[config.mk]
export PLATFORM = sky130hd
export DESIGN_NAME = compress_handler
export DESIGN_NICKNAME = d
export VERILOG_FILES = /design/src/rtl/compress_pkg.sv /design/src/rtl/rle_run_counter.sv /design/src/rtl/compress_handler.sv
export SDC_FILE = /design/constraint.sdc
export NUM_CORES = 1
export LEC_CHECK = 0
export ABC_AREA = 0
export BUFFER_PORTS_ARGS = -buffer_cell sky130_fd_sc_hd__buf_2
export CAP_MARGIN = 20
export CELL_PAD_IN_SITES_DETAIL_PLACEMENT = 0
export CELL_PAD_IN_SITES_GLOBAL_PLACEMENT = 1
export CORE_ASPECT_RATIO = 0.5
export CORE_MARGIN = 1.5
export CORE_UTILIZATION = 44
export DETAILED_ROUTE_END_ITERATION = 8
export PLACE_DENSITY = 0.9
export SLEW_MARGIN = 10
export SYNTH_ARGS = -nofsm -noshare
export SYNTH_HDL_FRONTEND = slang
export SYNTH_SLANG_ARGS = --single-unit
[constraint.sdc]
create_clock -name clk -period 5.3 [get_ports clk]
set_input_delay 0.53 -clock clk [delete_from_list [all_inputs] [get_ports clk]]
set_output_delay 0.53 -clock clk [all_outputs]
set_load 0.05 [all_outputs]
[src/rtl/compress_pkg.sv]
// compress_pkg: shared types and constants for the RLE compress path.
// Holds FSM state encoding, default run limit and RLE start value.
package compress_pkg;

  typedef enum logic [2:0] {
    S_IDLE,
    S_REQ,
    S_WAIT,
    S_EVAL,
    S_EMIT,
    S_FLUSH,
    S_DONE
  } state_t;

  localparam int MAX_RUN_DEF = 255;

  // Both compress and decompress streams open with a run of zeros.
  localparam logic RLE_START_VAL = 1'b0;

endpackage

[src/rtl/rle_run_counter.sv]
// rle_run_counter: tracks current pixel value and run length.
// Ports: clk, rst_n, clr, step, pix -> run_len, emit, emit_val, need_zero.
module rle_run_counter
  import compress_pkg::*;
#(
  parameter int DATA_W  = 8,
  parameter int MAX_RUN = MAX_RUN_DEF
) (
  input  logic              clk,
  input  logic              rst_n,
  input  logic              clr,
  input  logic              step,
  input  logic              pix,
  output logic [DATA_W-1:0] run_len,
  output logic              emit,
  output logic [DATA_W-1:0] emit_val,
  output logic              need_zero
);

  localparam logic [DATA_W-1:0] MAX_V = DATA_W'(MAX_RUN);

  logic cur_val;
  logic same;
  logic full;

  assign same = (pix == cur_val);
  assign full = (run_len == MAX_V);

  // A full run of the same value is split as MAX_RUN, 0 so the
  // opposite-value run in between stays empty.
  always_comb begin
    emit      = !same || full;
    need_zero = same && full;
    emit_val  = same ? MAX_V : run_len;
  end

  always_ff @(posedge clk) begin
    if (!rst_n || clr) begin
      cur_val <= RLE_START_VAL;
      run_len <= '0;
    end else if (step) begin
      if (!same)
        cur_val <= ~cur_val;
      run_len <= emit ? DATA_W'(1) : run_len + 1'b1;
    end
  end

endmodule

[src/rtl/compress_handler.sv]
// compress_handler: run-length encoder, RAM pixels -> RLE byte stream.
// Ports: clk, RST, start/baseAddr/numPixels, DMA read port
// (ramAddress, ramReadSignal, ramDataOut, ramDoneRead), out stream
// (outData, outValid, outReady), busy, done.
// Macro COMPRESS_STATS_EN adds byteCount (saturating handshake count).
module compress_handler
  import compress_pkg::*;
#(
  parameter int ADDR_W  = 16,
  parameter int DATA_W  = 8,
  parameter int MAX_RUN = MAX_RUN_DEF
) (
  input  logic              clk,
  input  logic              RST,
  input  logic              start,
  input  logic [ADDR_W-1:0] baseAddr,
  input  logic [ADDR_W-1:0] numPixels,
  output logic [ADDR_W-1:0] ramAddress,
  output logic              ramReadSignal,
  input  logic [DATA_W-1:0] ramDataOut,
  input  logic              ramDoneRead,
  output logic [DATA_W-1:0] outData,
  output logic              outValid,
  input  logic              outReady,
  output logic              busy,
  output logic              done
`ifdef COMPRESS_STATS_EN
  ,
  output logic [ADDR_W-1:0] byteCount
`endif
);

  state_t            state;
  logic [ADDR_W-1:0] addr;
  logic [ADDR_W-1:0] remaining;
  logic [ADDR_W-1:0] rem_next;
  logic              pix;
  logic              pend_zero;
  logic              accept;
  logic              step;
  logic [DATA_W-1:0] run_len;
  logic              emit;
  logic [DATA_W-1:0] emit_val;
  logic              need_zero;

  assign accept   = (state == S_IDLE) && start;
  assign step     = (state == S_EVAL);
  assign rem_next = remaining - 1'b1;

  rle_run_counter #(
    .DATA_W  (DATA_W),
    .MAX_RUN (MAX_RUN)
  ) u_run (
    .clk       (clk),
    .rst_n     (RST),
    .clr       (accept),
    .step      (step),
    .pix       (pix),
    .run_len   (run_len),
    .emit      (emit),
    .emit_val  (emit_val),
    .need_zero (need_zero)
  );

  always_ff @(posedge clk) begin
    if (!RST) begin
      state         <= S_IDLE;
      addr          <= '0;
      remaining     <= '0;
      pix           <= 1'b0;
      pend_zero     <= 1'b0;
      ramAddress    <= '0;
      ramReadSignal <= 1'b0;
      outData       <= '0;
      outValid      <= 1'b0;
      busy          <= 1'b0;
      done          <= 1'b0;
    end else begin
      done <= 1'b0;
      unique case (state)
        S_IDLE: begin
          if (start) begin
            addr      <= baseAddr;
            remaining <= numPixels;
            busy      <= 1'b1;
            state     <= (numPixels == '0) ? S_DONE : S_REQ;
          end
        end
        S_REQ: begin
          ramAddress    <= addr;
          ramReadSignal <= 1'b1;
          state         <= S_WAIT;
        end
        S_WAIT: begin
          if (ramDoneRead) begin
            pix           <= |ramDataOut;
            ramReadSignal <= 1'b0;
            state         <= S_EVAL;
          end
        end
        S_EVAL: begin
          remaining <= rem_next;
          addr      <= addr + 1'b1;
          if (emit) begin
            outData   <= emit_val;
            outValid  <= 1'b1;
            pend_zero <= need_zero;
            state     <= S_EMIT;
          end else if (rem_next != '0) begin
            state <= S_REQ;
          end else begin
            state <= S_FLUSH;
          end
        end
        S_EMIT: begin
          if (outReady) begin
            if (pend_zero) begin
              outData   <= '0;
              pend_zero <= 1'b0;
            end else begin
              outValid <= 1'b0;
              state    <= (remaining != '0) ? S_REQ : S_FLUSH;
            end
          end
        end
        S_FLUSH: begin
          // First cycle loads the settled run length, then handshake.
          if (!outValid) begin
            outData  <= run_len;
            outValid <= 1'b1;
          end else if (outReady) begin
            outValid <= 1'b0;
            state    <= S_DONE;
          end
        end
        S_DONE: begin
          done  <= 1'b1;
          busy  <= 1'b0;
          state <= S_IDLE;
        end
        default: state <= S_IDLE;
      endcase
    end
  end

`ifdef COMPRESS_STATS_EN
  always_ff @(posedge clk) begin
    if (!RST || accept)
      byteCount <= '0;
    else if (outValid && outReady && (byteCount != '1))
      byteCount <= byteCount + 1'b1;
  end
`endif

endmodule

==> impl.org <==
** Outcome
- Result of the run :: finished, final reports clean

** Synth
- The synthesized design contains 74 register bits.
- Number of nets produced by synthesis :: 534
- Multiplexer share of the synthesized area :: 0.002619
- The share of synthesized area in the top cell type comes to 0.3876.
- Area share of and/or/nand/nor cells after synthesis :: 0.2789
- In this run the cell area of the synthesized design comes to 0.003822 mm^2.
- Top cell type by total area after synthesis :: dfxtp_1
- Number of warning messages in the yosys log :: 0
- The compound-gate portion of the synthesized area came to 0.2553.
- Post-synthesis sequential area ratio :: 0.3876
- List of most frequent post-synthesis cells :: dfxtp_1 (74), nand2_1 (63), nor2_1 (58)
- After synthesis, the largest family of logic cells by area is simple AND/OR/NAND/NOR gates.
- Counting flops with an async set or reset pin after synthesis yields a share of 0.
- Among all flip-flop cells after synthesis, the most frequent one is dfxtp_1.
- Yosys mapped a number of flops with a built-in enable equal to 0.
- Cell variety after synth :: 66
- Counting every instance in the synthesized netlist gives 485.
- Top post-synthesis cells by area :: dfxtp_1 (39%), a21oi_1 (6.7%), nand2_1 (6.2%)
- In the post-synthesis netlist, the cell with the most instances is dfxtp_1.
- Parity-gate share of the synthesized area counting xor and xnor cells :: 0.01604
- Synthesized-area fraction occupied by adder cells :: 0.01309
- Dividing the synthesized area by the synthesized cell count gives 7.881 um^2.

** Route
- Total vias in the final route :: roughly 3,800
- The first TritonRoute pass finished after 5 iterations.
- After detailed routing, the average wire length per cell comes to ~15 um.
- After the first detailed-routing iteration, the DRC count stood at ~290.
- Once detail routing completed, the nets flagged for antenna violations numbered 0.
- Met2 WL :: 4.393 mm
- For this run, design rule violations remaining after detail routing come to 0.
- After detailed routing, the wire length on met1 is 4.987 mm.
- The highest layer touched by signal routing is met4.
- Summed over all nets, wire length on met3 after detailed routing comes to approximately 540 um.
- After detailed routing, the total wire length is around 10 mm.
- Avg Vias per Cell :: 5.772

** Timing
- Counting I/O delays and the setup requirement, the final critical path takes 2.724 ns.
- The count of final hold-check violations is 0.
- Number of max-slew violations in the final report :: 0
- Final worst path period share :: 0.5140
- Unrepaired setup endpoints after global routing :: false
- Least-Margin Pin Slew :: 0.9423 ns
- Maximum clock skew at final layout :: 0.005289 ns
- After routing, the total negative slack on setup checks comes to 0 ns.
- Achievable Freq :: 0.3671 GHz
- Final setup viols :: 0
- Normalized max-slew margin :: 0.3683

** Clocking
- Later-pin clock latency in the skew report :: 0.34 ns
- Counting along the longest clock path gives a buffer depth of 2.
- Number of hold buffers added after CTS :: 0
- The cell sitting at the root of the clock tree is a clkbuf_16.
- The H-tree was split into 3 levels.
- The number of gates resized after CTS was 0.
- CTS tree :: yes
- In this run the post-CTS setup repair buffer count came out at 0.
- Clock-pin slew was measured on the worst setup and hold paths at 0.06 ns.
- Buffers inserted during clock tree synthesis total 9.
- CTS saw 74 sinks.

** Critical path
- Register-to-register setup slack :: about 2.6 ns
- CP Data Required Time :: 5.50 ns
- Walking the worst path, the cells encountered are nor2b_2 > and2_1 > nand3_1 > or4_1 > nand3_1 > a31oi_1.
- Cell at the slowest stage of the critical path :: dfxtp_1
- The critical path contains buffers and inverters numbering 0 combined.
- In this run the worst path has a maximum fanout of 21.
- The number of cells on the worst reg-to-reg path is 6.
- Maximum single-stage delay on the critical path :: 0.69 ns
- Counting stages on the worst path, the most repeated cell is nand3_1.
- Kind of critical path :: reg -> reg
- STA classifies the critical path endpoint as a register.
- Worst path depth :: 6
- Among cell families on the critical path, the largest total delay comes from simple AND/OR/NAND/NOR gates.
- Worst Path Arrival :: 2.93 ns
- STA classifies the critical path startpoint as a register.

** Power and ir drop
- VDD sags by at most 0.0001878 V.
- Summed over all cells, the static leakage comes to 0.001748 uW.
- Power per unit of standard cell area :: 374.7 mW/mm^2

** Global routing
- Vias in the first global route :: 3,231
- The total overflow left after global routing is 0.
- Initial antenna violation count :: 0
- Entering global routing, the biggest net connects 44 pins.
- Global-route usage over all layers :: 0.2293
- The first global-routing pass estimated approximately 16 mm of wire.

** Final layout
- Of the cells placed in the final design, the portion with a size suffix greater than 1 is 0.1956.
- The area growth from synthesis to layout is 19.18%.
- The net count of the finished layout is around 590.
- Fill count :: slightly above 800
- Finished layout cell area :: 0.004556 mm^2
- The number of antenna diodes in the final layout is 0.

** Placed design
- Area after DPL :: 0.004202 mm^2
- Buffers added on ports :: between 70 and 80
- GP Congestion :: about 0.84
- Detailed placement finished with a half-perimeter wire length of 6.842 mm.

** Floorplan
- Starting density of the core :: 0.4661
- The floorplan step set the die width to between 100 and 150 um.
- Vertical die dimension :: 68.91 um
- After floorplanning, the core was sized to cover 0.008202 mm^2.
- The floorplan has 23 rows.
- The die covers 0.009289 mm^2.
- 73 I/O pins were placed.

** Flow run
- Across the run, the number of max-cap violations was 0.

** Worst hold path
- The path class of the tightest hold or removal check is in -> reg.
- Along the worst hold path, the cell count comes to 3.
cell type report:
type                            instances  area (um^2)  share of cell area
Multi-Input combinational cell        373         2163              0.4749
Timing Repair Buffer                   75        382.9             0.08404
Sequential cell                        74         1481              0.3252
Clock inverter                          4        97.59             0.02142
Tap cell                              112        140.1             0.03076
Clock buffer                           12        256.5             0.05630
Inverter                                9        33.78            0.007416
kinds of logic after synthesis:
kind of cell / Yosys count
AO/OA/AOI/OAI: 151
XOR/XNOR: 7
adder cells (fa/ha/maj): 4
buffers and inverters: 38
flip-flops: 74
multiplexers: 1
AND/OR/NAND/NOR: 210
final timing paths:
path	startpoint	endpoint
setup / recovery	state[1]$_SDFFE_PN0P_	remaining[9]$_SDFFE_PN0P_
hold / removal	baseAddr[0]	addr[0]$_SDFFE_PN0P_
setup reg to reg	state[1]$_SDFFE_PN0P_	remaining[9]$_SDFFE_PN0P_
hold reg to reg	ramAddress[13]$_SDFFE_PN0P_	ramAddress[13]$_SDFFE_PN0P_
per-stage QoR:
stage / hold slack, ns / power (uW) / util / instances / worst slack (ns)
6_report: 0.4351 / 1707 / 0.5555 / 659 / 2.576
5_1_grt: 0.4541 / 1791 / 0.5555 / 659 / 2.347
4_1_cts: 0.4349 / 1716 / 0.5555 / 659 / 2.600
3_5_place_dp: 0.4434 / 988.5 / 0.5123 / 643 / 2.639
3_3_place_gp: 0.4419 / 986.2 / 0.5123 / 643 / 2.700
2_1_floorplan: 0.4416 / 902.9 / - / 485 / 3.643
routing by layer:
metal,global-route usage,up-vias
li1,-,1915
met1,0.3145,1770
met3,0.06287,6
met2,0.3564,113
met5,0,-
met4,0.06720,0
placed cells by master (no fill, tap or decap), drive strengths merged, types with 3 or more instances in the layout:
cell / count
nor3b: 4
o211ai: 5
and3: 4
a221oi: 5
ha: 4
nand4: 9
a31oi: 10
a311oi: 6
nand2: 63
a211oi: 15
and4: 3
nor4: 9
clkbuf: 12
dfxtp: 74
nor3: 19
nand3: 16
inv: 8
nor2: 61
buf: 75
nand2b: 4
a222oi: 4
a21oi: 52
or3: 3
xor2: 6
o21ai: 33
bufinv: 3
a22oi: 3
sequential cells by signal (all words and copies together) (netlist names):
register and flops:
addr 16, busy 1, done 1, outData 8, outValid 1, pend_zero 1, pix 1, ramAddress 16
ramReadSignal 1, remaining 16, state 3, u_run.cur_val 1, u_run.run_len 8
power breakdown:
part	total, uW	switching [uW]	internal [uW]
logic	325	210	115
registers	656	58.8	597
clock network	726	241	486
worst register-to-register path, stage by stage (launching register included):
cell and delay (ns):
dfxtp_1 0.69, nor2b_2 0.31, and2_1 0.66, nand3_1 0.28
or4_1 0.47, nand3_1 0.10, a31oi_1 0.08
No activity file was read; power rests on OpenSTA's default activity.
